==> config.mk <==
export PLATFORM = sky130hd
export DESIGN_NAME = streaming_argmax
export DESIGN_NICKNAME = d
export VERILOG_FILES = /design/src/rtl/streaming_argmax.sv
export SDC_FILE = /design/constraint.sdc
export NUM_CORES = 1
export LEC_CHECK = 0
export ABC_CLOCK_PERIOD_IN_PS = 6600
export CAP_MARGIN = 15
export CORE_ASPECT_RATIO = 0.8
export CORE_MARGIN = 10
export CORE_UTILIZATION = 52
export CTS_CLUSTER_DIAMETER = 150
export CTS_CLUSTER_SIZE = 30
export DETAILED_ROUTE_END_ITERATION = 8
export HOLD_SLACK_MARGIN = 0.02
export PLACE_DENSITY = 0.88
export SETUP_SLACK_MARGIN = 0.2
export SYNTH_ARGS = -nofsm -noshare
export SYNTH_HDL_FRONTEND = slang
export SYNTH_SLANG_ARGS = --single-unit
==> constraint.sdc <==
create_clock -name clk -period 6.6 [get_ports clk]
set_input_delay 1.32 -clock clk [delete_from_list [all_inputs] [get_ports clk]]
set_output_delay 1.32 -clock clk [all_outputs]
set_load 0.1 [all_outputs]
==> src/rtl/streaming_argmax.sv <==
// Streaming signed max/argmax over a runtime-length vector delivered LANES elements per beat.
// Each beat is reduced by a combinational lane tree and folded into a registered running max.
module streaming_argmax #(
    parameter  int WIDTH    = 8,
    parameter  int LANES    = 4,
    parameter  int MAX_LEN  = 64,
    localparam int LenWidth = $clog2(MAX_LEN + 1),
    localparam int IdxWidth = $clog2(MAX_LEN)
) (
    input  logic                          clk,
    input  logic                          rst_n,
    input  logic                          start,
    input  logic [LenWidth-1:0]           len,
    input  logic                          in_valid,
    output logic                          in_ready,
    input  logic [LANES-1:0][WIDTH-1:0]   in_data,
    output logic                          out_valid,
    input  logic                          out_ready,
    output logic [IdxWidth-1:0]           out_argmax,
    output logic signed [WIDTH-1:0]       out_max,
    output logic [1:0]                    o_dbg_state
);

    // Handshake: a beat moves on a rising edge where in_valid && in_ready; the result
    // moves where out_valid && out_ready. Neither ready depends combinationally on a valid.

    localparam logic [1:0] IDLE  = 2'd0;
    localparam logic [1:0] ACCUM = 2'd1;
    localparam logic [1:0] DONE  = 2'd2;

    localparam int BaseW  = $clog2(MAX_LEN + LANES + 1);
    localparam int LaneW  = (LANES > 1) ? $clog2(LANES) : 1;
    localparam int Levels = (LANES > 1) ? $clog2(LANES) : 1;

    logic [1:0]              r_state;
    logic [BaseW-1:0]        r_len;
    logic [BaseW-1:0]        r_base;
    logic signed [WIDTH-1:0] r_max;
    logic [IdxWidth-1:0]     r_arg;

    logic [LenWidth-1:0]     w_len_clamped;
    logic signed [WIDTH-1:0] w_tv [Levels+1][LANES];
    logic [LaneW-1:0]        w_tl [Levels+1][LANES];
    logic                    w_tm [Levels+1][LANES];
    logic signed [WIDTH-1:0] w_bmax;
    logic [LaneW-1:0]        w_blane;
    logic [IdxWidth-1:0]     w_idx;
    logic                    w_last;
    logic                    w_take;

    assign w_len_clamped = (len > LenWidth'(MAX_LEN)) ? LenWidth'(MAX_LEN) : len;

    // Level 0 holds the raw lanes; each level pairs neighbours and forwards an odd leftover.
    always_comb begin
        int cnt;
        for (int lv = 0; lv <= Levels; lv++) begin
            for (int k = 0; k < LANES; k++) begin
                w_tv[lv][k] = '0;
                w_tl[lv][k] = '0;
                w_tm[lv][k] = 1'b0;
            end
        end
        for (int k = 0; k < LANES; k++) begin
            w_tv[0][k] = in_data[k];
            w_tl[0][k] = LaneW'(k);
            w_tm[0][k] = (r_base + BaseW'(k)) < r_len;
        end
        cnt = LANES;
        for (int lv = 0; lv < Levels; lv++) begin
            for (int i = 0; i < LANES / 2; i++) begin
                if (i < cnt / 2) begin
                    if (w_tm[lv][2*i+1] && (!w_tm[lv][2*i] || (w_tv[lv][2*i+1] > w_tv[lv][2*i]))) begin
                        w_tv[lv+1][i] = w_tv[lv][2*i+1];
                        w_tl[lv+1][i] = w_tl[lv][2*i+1];
                        w_tm[lv+1][i] = 1'b1;
                    end else begin
                        w_tv[lv+1][i] = w_tv[lv][2*i];
                        w_tl[lv+1][i] = w_tl[lv][2*i];
                        w_tm[lv+1][i] = w_tm[lv][2*i];
                    end
                end
            end
            if (cnt % 2 == 1) begin
                w_tv[lv+1][cnt/2] = w_tv[lv][cnt-1];
                w_tl[lv+1][cnt/2] = w_tl[lv][cnt-1];
                w_tm[lv+1][cnt/2] = w_tm[lv][cnt-1];
            end
            cnt = (cnt + 1) / 2;
        end
    end

    assign w_bmax  = w_tv[Levels][0];
    assign w_blane = w_tl[Levels][0];
    assign w_idx   = IdxWidth'(r_base) + IdxWidth'(w_blane);
    assign w_last  = (r_base + BaseW'(LANES)) >= r_len;
    // The first beat loads unconditionally; later beats need a strictly larger value.
    assign w_take  = (r_base == '0) || (w_bmax > r_max);

    always_ff @(posedge clk) begin
        if (!rst_n) begin
            r_state <= IDLE;
            r_len   <= '0;
            r_base  <= '0;
            r_max   <= '0;
            r_arg   <= '0;
        end else begin
            case (r_state)
                IDLE: begin
                    if (start && (len != '0)) begin
                        r_len   <= BaseW'(w_len_clamped);
                        r_base  <= '0;
                        r_state <= ACCUM;
                    end
                end
                ACCUM: begin
                    if (in_valid) begin
                        if (w_take) begin
                            r_max <= w_bmax;
                            r_arg <= w_idx;
                        end
                        r_base <= r_base + BaseW'(LANES);
                        if (w_last) r_state <= DONE;
                    end
                end
                DONE: begin
                    if (out_ready) r_state <= IDLE;
                end
                default: r_state <= IDLE;
            endcase
        end
    end

    assign in_ready    = (r_state == ACCUM);
    assign out_valid   = (r_state == DONE);
    assign out_argmax  = r_arg;
    assign out_max     = r_max;
    assign o_dbg_state = r_state;

endmodule

Yosys cells after proc, flatten, opt, wreduce, memory -nomap -nowiden --
Cells that the tools add are included. Widths: inputs -> output; s select.
Operators by class: add/subtract/negate cells 5, $lt $le $gt $ge 10, equal/unequal tests 6, multiplexer cells 17, reductions and logical operators 19
Operators by type and width (count):
- $gt 8x8->1 | 4
- $lt 7x7->1 | 4
- $mux 8 | 3
- $mux 7 | 3
- $add 7x2->7 const B | 2
- $pmux 7 s2 | 1
- $mux 2 | 5
- $add 7x1->7 const B | 1
- $add 7x3->7 const B | 1
- $ge 7x7->1 | 1
- $gt 7x7->1 const B | 1
- $logic_not 7->1 | 1
- $reduce_bool 7->1 | 1
- $add 6x2->6 | 1
- $pmux 2 s3 | 1
- $reduce_and 3->1 | 2
- $logic_and 1x1->1 | 4
- $logic_or 1x1->1 | 4
- $mux 1 | 4
- $ne 2x1->1 const B | 2
- $ne 2x2->1 const B | 2
- $reduce_and 4->1 | 1
- $logic_not 1->1 | 3
- $eq 2x1->1 const B | 1
- other kinds (4) | 4
Storage, ports and cells: bits in registers 30, input port bits 44, output and inout bits 18, logic and storage cells 62

Logic depth before layout (Yosys ltp) --
Gate-level depths: netlist (run 1).
word-level depth 13, mapped depth 29, mapped depth without buffers 25

Worst setup path after synthesis (run 1) --
OpenSTA, ideal clock, no wires.
path kind input to register, start input in_data[21] in the netlist's numbering, end register r_arg[4], in the netlist out_argmax[4], setup time 0.076 ns, arrival time 6.066 ns, data required time 6.524 ns, slack 0.459 ns, stages on the path 25, buffers on the path 2, cells stage by stage inv_1 > ha_1 > a21o_1 > a2111o_1 > o211ai_1 > nand2_1 > buf_2 > a21o_1 > ha_1 > o21a_1 > o221ai_1 > a31oi_1 > o32ai_4 > inv_2 > a211oi_1 > nor2_1 > ha_1 > nor2b_1 > o21a_1 > o21ai_0 > a21oi_1 > a41oi_1 > clkbuf_1 > nand2_1 > a21boi_0
Between the ends: cells in the longest elaborated chain, start to end 11, elaborated cells on any way between the ends 15
Ends and longest elaborated chain:
- start, declared | line 16 | input logic [LANES-1:0][WIDTH-1:0] in_data,
- $gt 8x8->1 | line 72 | if (w_tm[lv][2*i+1] && (!w_tm[lv][2*i] || (w_tv[lv][2*i+1] > w_tv[lv][2*i]))) begin
- $logic_or 1x1->1 | line 72
- $logic_and 1x1->1 | line 72
- $mux 8 | line 72
- $gt 8x8->1 | line 72
- $logic_or 1x1->1 | line 72
- $logic_and 1x1->1 | line 72
- $mux 8 * | line 72
- net w_bmax[1] | line 45 | logic signed [WIDTH-1:0] w_bmax;
- $gt 8x8->1 * | line 97 | assign w_take = (r_base == '0) || (w_bmax > r_max);
- $logic_or 1x1->1 * | line 97
- $reduce_and 3->1 (no source line) *
- end signal, assigned | line 119 | r_arg <= w_idx;
- end, declared | line 39 | logic [IdxWidth-1:0] r_arg;
The timed path passes the listed nets; every way through them passes the cells marked *. A chain may end at the register's enable or synchronous reset.

Worst setup path in the final report (run 1) --
start input in_data[31] in the netlist's numbering, end register r_max[0], in the netlist out_max[0]
Between the ends: cells in the longest elaborated chain, start to end 11, elaborated cells on any way between the ends 12
Ends and longest elaborated chain:
- $gt 8x8->1 | line 72
- $logic_or 1x1->1 | line 72
- $logic_and 1x1->1 | line 72
- $mux 8 | line 72
- $gt 8x8->1 | line 72
- $logic_or 1x1->1 | line 72
- $logic_and 1x1->1 | line 72
- $mux 8 * | line 72
- net w_bmax[1] | line 45
- $gt 8x8->1 * | line 97
- $logic_or 1x1->1 * | line 97
- $reduce_and 3->1 (no source line) *
- end signal, assigned | line 118 | r_max <= w_bmax;
- end, declared | line 38 | logic signed [WIDTH-1:0] r_max;
Marked as above.

==> results of run 1 <==
==> logic make-up (layout without fill, tap and decap cells) <==
kind of cell             count (synthesis)  count (layout)  synth area share, %
AO/OA/AOI/OAI                          110             110                27.83
XOR/XNOR                                 3               3               0.8896
adder cells (fa/ha/maj)                 51              51                21.60
buffers and inverters                   54             141                7.920
flip-flops                              28              28                18.98
multiplexers                             2               2               0.8470
other                                    0               1                    0
AND/OR/NAND/NOR                        122             122                21.94
==> worst max-delay path, cell delays in order <==
cell and delay [ns]:
sky130_fd_sc_hd__clkdlybuf4s50_1 0.50, sky130_fd_sc_hd__ha_4 0.32, sky130_fd_sc_hd__inv_1 0.05, sky130_fd_sc_hd__a2111o_1 0.37
sky130_fd_sc_hd__o211ai_1 0.28, sky130_fd_sc_hd__nand2_2 0.20, sky130_fd_sc_hd__a21o_1 0.22, sky130_fd_sc_hd__ha_1 0.22
sky130_fd_sc_hd__or2_4 0.25, sky130_fd_sc_hd__o221ai_2 0.18, sky130_fd_sc_hd__a31oi_1 0.08, sky130_fd_sc_hd__buf_4 0.16
sky130_fd_sc_hd__o32ai_4 0.32, sky130_fd_sc_hd__clkinv_4 0.12, sky130_fd_sc_hd__buf_12 0.16, sky130_fd_sc_hd__a211oi_4 0.24
sky130_fd_sc_hd__nor2_2 0.06, sky130_fd_sc_hd__ha_1 0.31, sky130_fd_sc_hd__nor2b_4 0.13, sky130_fd_sc_hd__o21a_1 0.16
sky130_fd_sc_hd__o21ai_2 0.08, sky130_fd_sc_hd__a21oi_2 0.18, sky130_fd_sc_hd__a41o_1 0.30, sky130_fd_sc_hd__nand2_4 0.15
sky130_fd_sc_hd__o31ai_1 0.35
==> synthesized netlist by cell type (all sizes together) (11+ instances only) <==
cell    instances  area share [%]
ha             51              22
inv            36             4.6
dfxtp          28              19
nand2          24             3.0
a21oi          20             3.5
nor2           20             2.5
nand3          18             3.0
a211oi         16             4.2
a21o           13             3.3
clkbuf         11             1.4
nor3           11             1.9
==> power groups by stage <==
stage          Clock [mW]  Combinational [mW]  Sequential, mW
2_1_floorplan           0               0.404           0.311
3_5_place_dp            0               0.745           0.206
5_1_grt             0.146                1.09           0.206
6_report            0.140                1.04           0.204
3_3_place_gp            0               0.725           0.205
4_1_cts             0.138               0.762           0.202
==> layout make-up <==
type                            count  area (µm²)  area share [%]
Tap cell                           78       97.59           2.175
Sequential cell                    28       560.5           12.49
Antenna cell                        1       2.502         0.05577
Clock buffer                        3       41.29          0.9202
Inverter                           36       140.1           3.123
Clock inverter                      1       30.03          0.6693
Multi-Input combinational cell    288        2630           58.62
Timing Repair Buffer              101       984.7           21.95
==> stage by stage <==
| step | hold WS (ns) | total power, mW | util, % | worst slack, ns | std cells |
|---|---|---|---|---|---|
| after floorplan | 0.4959 | 0.7145 | - | 0.4586 | 370 |
| after global placement | 0.4550 | 0.9302 | 69.32 | -0.05281 | 521 |
| after detailed placement | 0.4764 | 0.9504 | 69.32 | -0.2124 | 521 |
| after CTS | 0.4905 | 1.102 | 71.43 | 0.2056 | 525 |
| after global routing | 0.5036 | 1.438 | 82.10 | -0.1260 | 536 |
| final | 0.4699 | 1.380 | 82.10 | 0.07616 | 536 |
==> sequential cells by signal (all words and copies together) (netlist names) <==
register and count:
r_base 5, out_max 8, o_dbg_state 2, r_len 7
out_argmax 6
==> path summary, 6_finish.rpt <==
path | start | end | slack (ns) | cells after the start
setup / recovery | in_data[31] | out_max[0] | 0.08 | 25
hold / removal | out_argmax[2] | out_argmax[2] | 0.47 | 2
setup reg to reg | r_base[3] | out_max[0] | 0.60 | 25
hold reg to reg | out_argmax[2] | out_argmax[2] | 0.47 | 2
==> timing repair <==
item,in CTS,in global routing
resized for setup,10,109
pin swaps,1,36
cloned,0,2
hold endpoints to repair,0,0
endpoints found under the setup margin,14,14
buffers inserted,0,8
==> layer usage <==
metal  wire length (µm)  part of all wire [%]
met5                  0                     0
met4                470                   4.2
met3               1026                   9.1
met2               5405                    48
met1               4355                    39
==> summary.md, run 1 <==
| Metric | Value |
|---|---|
| Total clock sinks | `28` |
| Worst clock skew | `0.005898 ns` |
| Synth Cell Area | `2954 µm²` |
| DRC Markers | `0` |
| Root buf cell | `sky130_fd_sc_hd__clkbuf_8` |
| Overall routing resource usage | `18.60%` |
| Worst EP arrival | `6.71 ns` |
| Average instance area after synthesis | `7.984 µm²` |
| Antenna-violating nets left | `0` |
| Highest achievable clock rate | `153.3 MHz` |
| Met2 usage | `32.21%` |
| Switching share of power | `49.27%` |
| Drt first-iter violations | `364` |
| Global-route wire length before repair | `14400 µm` |
| Share of the yosys chip area belonging to registers | `18.98%` |
| Post-route setup TNS | `0 ns` |
| Required time of the critical path | `6.78 ns` |
| Most frequent cells in the layout | `sky130_fd_sc_hd__clkdlybuf4s50_1, sky130_fd_sc_hd__ha_1, sky130_fd_sc_hd__buf_4, sky130_fd_sc_hd__inv_1, sky130_fd_sc_hd__dfxtp_1` |
| Pwr dens | `307.6 nW/µm²` |
| Vias in the first global route | `3034` |
| Type of element launching the critical path | `primary input` |
| CP max FO | `8` |
| Number of synthesized flops with an enable pin | `0` |
| Worst hold path class | `reg -> reg` |
| CTS tree | `done` |
| Area of the core | `5465 µm²` |
| Period utilisation layout | `98.85%` |
| Leakage dissipation | `1.936 nW` |
| Synth Warn # | `0` |
| Fillers | `312` |
| #FFs+latches synth | `28` |
| Internal Dissipation | `0.7002 mW` |
| Max-capacitance violation count | `0` |
| Die Footprint | `9115 µm²` |
| Design area | `4487 µm²` |
| Die boundary height | `87.42 µm` |
| CP Capture Type | `register` |
| Initial cell density of the core | `54.05%` |
| Time the final worst path needs with I/O delays and setup | `6.524 ns` |
| Number of max-slew violations in the final report | `0` |
| Yosys cell types | `55` |
| Max IR drop VDD | `0.1324 mV` |
| Max Buffers Root-to-Sink | `2` |
| Fraction of power consumed by combinational cells | `75.1%` |
| First-pass DRT Iterations | `5` |
| Layout area overhead | `51.88%` |
| Reg power frac | `14.8%` |
| Setup violations, final | `0` |
| Initial antenna violation count | `1` |
| H-tree Lvls | `1` |
| Clock network power share | `10.1%` |
| DP HPWL | `7328 µm` |
| GRT met1 Usage | `23.03%` |
| Total clock buffers created by CTS | `3` |
| GRT busiest layer | `met2` |
| Largest net degree at the start of global routing | `31` |
| Syn nets | `465` |
| Final weighted congestion in routability-driven placement | `1.006` |
| Leading cell type in the layout, fill and taps excluded | `sky130_fd_sc_hd__clkdlybuf4s50_1` |
| Post-synth top flop | `sky130_fd_sc_hd__dfxtp_1` |
| DRT Wirelength | `11260 µm` |
| Outcome | `completed` |
| I/O pin total | `62` |
| Proportion of synthesized flip-flops having asynchronous set or reset | `0%` |
| Wire length per cell after detailed routing | `21.00 µm` |
| Transition at the pin with the smallest max-transition slack | `1.134 ns` |
| Total number of vias | `3377` |
| Met3 track demand over resource in global routing | `3.698%` |
| Relative slew margins | `24.15%` |
| Clock-pin slew on the worst setup and hold paths | `0.10 ns` |
| Die X | `104.3 µm` |
| Cell count after synthesis | `370` |
| Critical Setup Path Class | `in -> reg` |
| Remaining global-route overflow | `0` |
| Net load switching power | `0.6801 mW` |
| Average via count per standard cell | `6.300` |
| Hold-fix buffers, CTS | `0` |
| Hold Violations, Final | `0` |
| Proportion of layout cells with a drive suffix above 1 | `27.79%` |
| Cell row count | `24` |
| Layout Nets | `553` |
| Number of port buffers | `61` |
| Placed cell areas | `3789 µm²` |
| Clock insertion delay at the later pin of the skew report | `0.28 ns` |
No activity file was read; power rests on OpenSTA's default activity.
==> inputs of run 2 (changes only) <==
--- a/config.mk
+++ b/config.mk
@@ -5,16 +5,16 @@
 export SDC_FILE = /design/constraint.sdc
 export NUM_CORES = 1
 export LEC_CHECK = 0
-export ABC_CLOCK_PERIOD_IN_PS = 6600
 export CAP_MARGIN = 15
 export CORE_ASPECT_RATIO = 0.8
 export CORE_MARGIN = 10
-export CORE_UTILIZATION = 52
+export CORE_UTILIZATION = 55
 export CTS_CLUSTER_DIAMETER = 150
 export CTS_CLUSTER_SIZE = 30
 export DETAILED_ROUTE_END_ITERATION = 8
+export DONT_BUFFER_PORTS = 1
 export HOLD_SLACK_MARGIN = 0.02
-export PLACE_DENSITY = 0.88
+export PLACE_DENSITY = 0.77
 export SETUP_SLACK_MARGIN = 0.2
 export SYNTH_ARGS = -nofsm -noshare
 export SYNTH_HDL_FRONTEND = slang
==> summary.md, run 2 (synthesis results as in run 1) <==
| Metric | Value |
|---|---|
| Inserted Diodes | `0 (-1)` |
| Total clock buffers created by CTS | `3 (unchanged)` |
| Worst clock skew | `0.006003 ns (+0.0001046 ns)` |
| Capture endpoint of the worst hold path | `r_base[6]` |
| Internal reg-to-reg setup slack | `0.84 ns (+0.24 ns)` |
| Layout area overhead | `3.770%` |
| DP HPWL | `6349 µm (-13%)` |
| Worst-case hold slack | `0.5527 ns (+0.08283 ns)` |
| Initial antenna violation count | `0 (-1)` |
| Instance count along the most critical hold path | `2 (unchanged)` |
| DRC Markers | `0 (unchanged)` |
| Number of max-slew violations in the final report | `0 (unchanged)` |
| H-tree Lvls | `1 (unchanged)` |
| CTS tree | `done` |
| Die boundary height | `85.55 µm (-2.1%)` |
| DRT Wirelength | `7558 µm (-33%)` |
| Max-capacitance violation count | `0 (unchanged)` |
| Worst R2R Path Depth | `24 (-4.0%)` |
| First-pass DRT Iterations | `4 (-1)` |
| Hold Path Origin | `r_base[6]` |
| Antenna-violating nets left | `0 (unchanged)` |
| Overall routing resource usage | `17.08% (-1.5 points)` |
| Proportion of layout cells with a drive suffix above 1 | `8.287% (-20 points)` |
| Area of the core | `5094 µm² (-6.8%)` |
| Endpoint of the worst register-to-register path | `out_max[2]` |
| Remaining global-route overflow | `0 (unchanged)` |
| Die Footprint | `8721 µm² (-4.3%)` |
| Largest net degree at the start of global routing | `31 (unchanged)` |
| Required time of the critical path | `6.79 ns (about the same)` |
| Setup violations, final | `0 (unchanged)` |
| Transition at the pin with the smallest max-transition slack | `1.153 ns (+0.01865 ns)` |
| Type of element launching the critical path | `primary input` |
| Pwr dens | `321.2 nW/µm² (+4.4%)` |
| Share of the core filled with cells | `60.18% (-22 points)` |
| Post-CTS setup repair buffer count | `0 (unchanged)` |
| Critical Path Source | `in_data[21]` |
| Max Buffers Root-to-Sink | `2 (unchanged)` |
| Number of port buffers | `0 (-100%)` |
| Outcome | `completed` |
| Period utilisation layout | `93.18% (-5.7 points)` |
| Average via count per standard cell | `6.163 (-2.2%)` |
| Final weighted congestion in routability-driven placement | `0.9885 (-1.7%)` |
| Hold Violations, Final | `0 (unchanged)` |
| Die X | `101.9 µm (-2.2%)` |
| Highest achievable clock rate | `162.6 MHz (+6.1%)` |
| Time the final worst path needs with I/O delays and setup | `6.150 ns (-0.3739 ns)` |
| Worst EP arrival | `6.34 ns (-0.37 ns)` |
| Leakage dissipation | `1.309 nW (-32%)` |
| Clock insertion delay at the later pin of the skew report | `0.28 ns (about the same)` |
| Wire length per cell after detailed routing | `17.83 µm (-15%)` |
| Total number of vias | `2613 (-23%)` |
| Root buf cell | `sky130_fd_sc_hd__clkbuf_8` |
| Critical Setup Path Class | `in -> reg` |
| Relative slew margins | `22.80% (-1.4 points)` |
| RSZ-0062 raised after global routing | `no` |
| Max IR drop VDD | `0.1129 mV (-15%)` |
| Clock-pin slew on the worst setup and hold paths | `0.10 ns (about the same)` |
| Drt first-iter violations | `159 (-56%)` |
| Worst r2r src | `r_base[2]` |
| Total clock sinks | `28 (unchanged)` |
| Layout Nets | `458 (-17%)` |
| Initial cell density of the core | `58.00% (+3.9 points)` |
| Worst hold path class | `reg -> reg` |
| Cell row count | `23 (-4.2%)` |
| CP max FO | `14 (+6)` |
| Vias in the first global route | `2462 (-19%)` |
| Most frequent cells in the layout | `sky130_fd_sc_hd__ha_1, sky130_fd_sc_hd__inv_1, sky130_fd_sc_hd__dfxtp_1, sky130_fd_sc_hd__nand2_1, sky130_fd_sc_hd__nor2_1` |
| CP Capture Type | `register` |
| Global-route wire length before repair | `12310 µm (-15%)` |
| I/O pin total | `62 (unchanged)` |
| Max FFs per register | `8 (unchanged)` |
| Leading cell type in the layout, fill and taps excluded | `sky130_fd_sc_hd__ha_1` |
| Post-route setup TNS | `0 ns (unchanged)` |
| Total design power | `0.9845 mW (-29%)` |
## run 2: what timing repair did
item | CTS | global route
hold buffers | 0 | 0
setup endpoints to repair | 0 | 12
resized for setup | 0 | 5
## run 2: layer usage
layer | wire (µm) | track usage [%] | vias up | share of wire [%]
li1 | - | - | 1338 | -
met4 | 52 | 3.069 | 0 | 0.69
met1 | 3591 | 25.19 | 1172 | 48
met3 | 776 | 3.208 | 4 | 10
met2 | 3138 | 25.09 | 99 | 42
met5 | 0 | 0 | - | 0
## run 2: report_power, final
| part | internal, mW | total (mW) | leakage, nW | switching (mW) |
|---|---|---|---|---|
| Combinational | 0.217 | 0.535 | 1.05 | 0.318 |
| Sequential | 0.187 | 0.313 | 0.227 | 0.127 |
| Clock | 0.0813 | 0.137 | 0.0357 | 0.0553 |
## run 2: per-stage QoR
step | worst slack, ns | area, µm² | instances
2_1_floorplan | 0.4586 | 2954 | 370
5_1_grt | 0.2665 | 3065 | 424
6_report | 0.4501 | 3065 | 424
4_1_cts | 0.3500 | 3052 | 424
3_5_place_dp | 0.06635 | 2980 | 420
3_3_place_gp | 0.2614 | 2980 | 420
## run 2: cell type report
type | count | area, µm²
Multi-Input combinational cell | 288 | 2176
Fill cell | 472 | 2028
Sequential cell | 28 | 560.5
Inverter | 36 | 135.1
Tap cell | 62 | 77.57
Timing Repair Buffer | 6 | 45.04
Clock buffer | 3 | 41.29
Clock inverter | 1 | 30.03
## run 2: worst max-delay path, stage by stage
cell                       delay (ns)
sky130_fd_sc_hd__inv_1           0.04
sky130_fd_sc_hd__ha_1            0.30
sky130_fd_sc_hd__a21o_1          0.19
sky130_fd_sc_hd__a2111o_1        0.42
sky130_fd_sc_hd__o211ai_1        0.23
sky130_fd_sc_hd__nand2_2         0.22
sky130_fd_sc_hd__a21o_1          0.23
sky130_fd_sc_hd__ha_1            0.32
sky130_fd_sc_hd__a21oi_1         0.08
sky130_fd_sc_hd__a21o_1          0.18
sky130_fd_sc_hd__a31oi_1         0.26
sky130_fd_sc_hd__o32ai_4         0.14
sky130_fd_sc_hd__buf_4           0.20
sky130_fd_sc_hd__a211oi_1        0.42
sky130_fd_sc_hd__nor2_1          0.11
sky130_fd_sc_hd__ha_1            0.31
sky130_fd_sc_hd__nor2b_1         0.15
sky130_fd_sc_hd__o21a_1          0.13
sky130_fd_sc_hd__o21ai_0         0.07
sky130_fd_sc_hd__a21oi_1         0.21
sky130_fd_sc_hd__a41o_2          0.32
sky130_fd_sc_hd__nand2_1         0.21
sky130_fd_sc_hd__o31ai_1         0.27
## run 2: how the worst max path moves through the flow
stage                    endpoint
floorplan           out_argmax[4]
global placement       out_max[2]
detailed placement     out_max[2]
CTS                    out_max[2]
global route           out_max[4]
finish                 out_max[2]
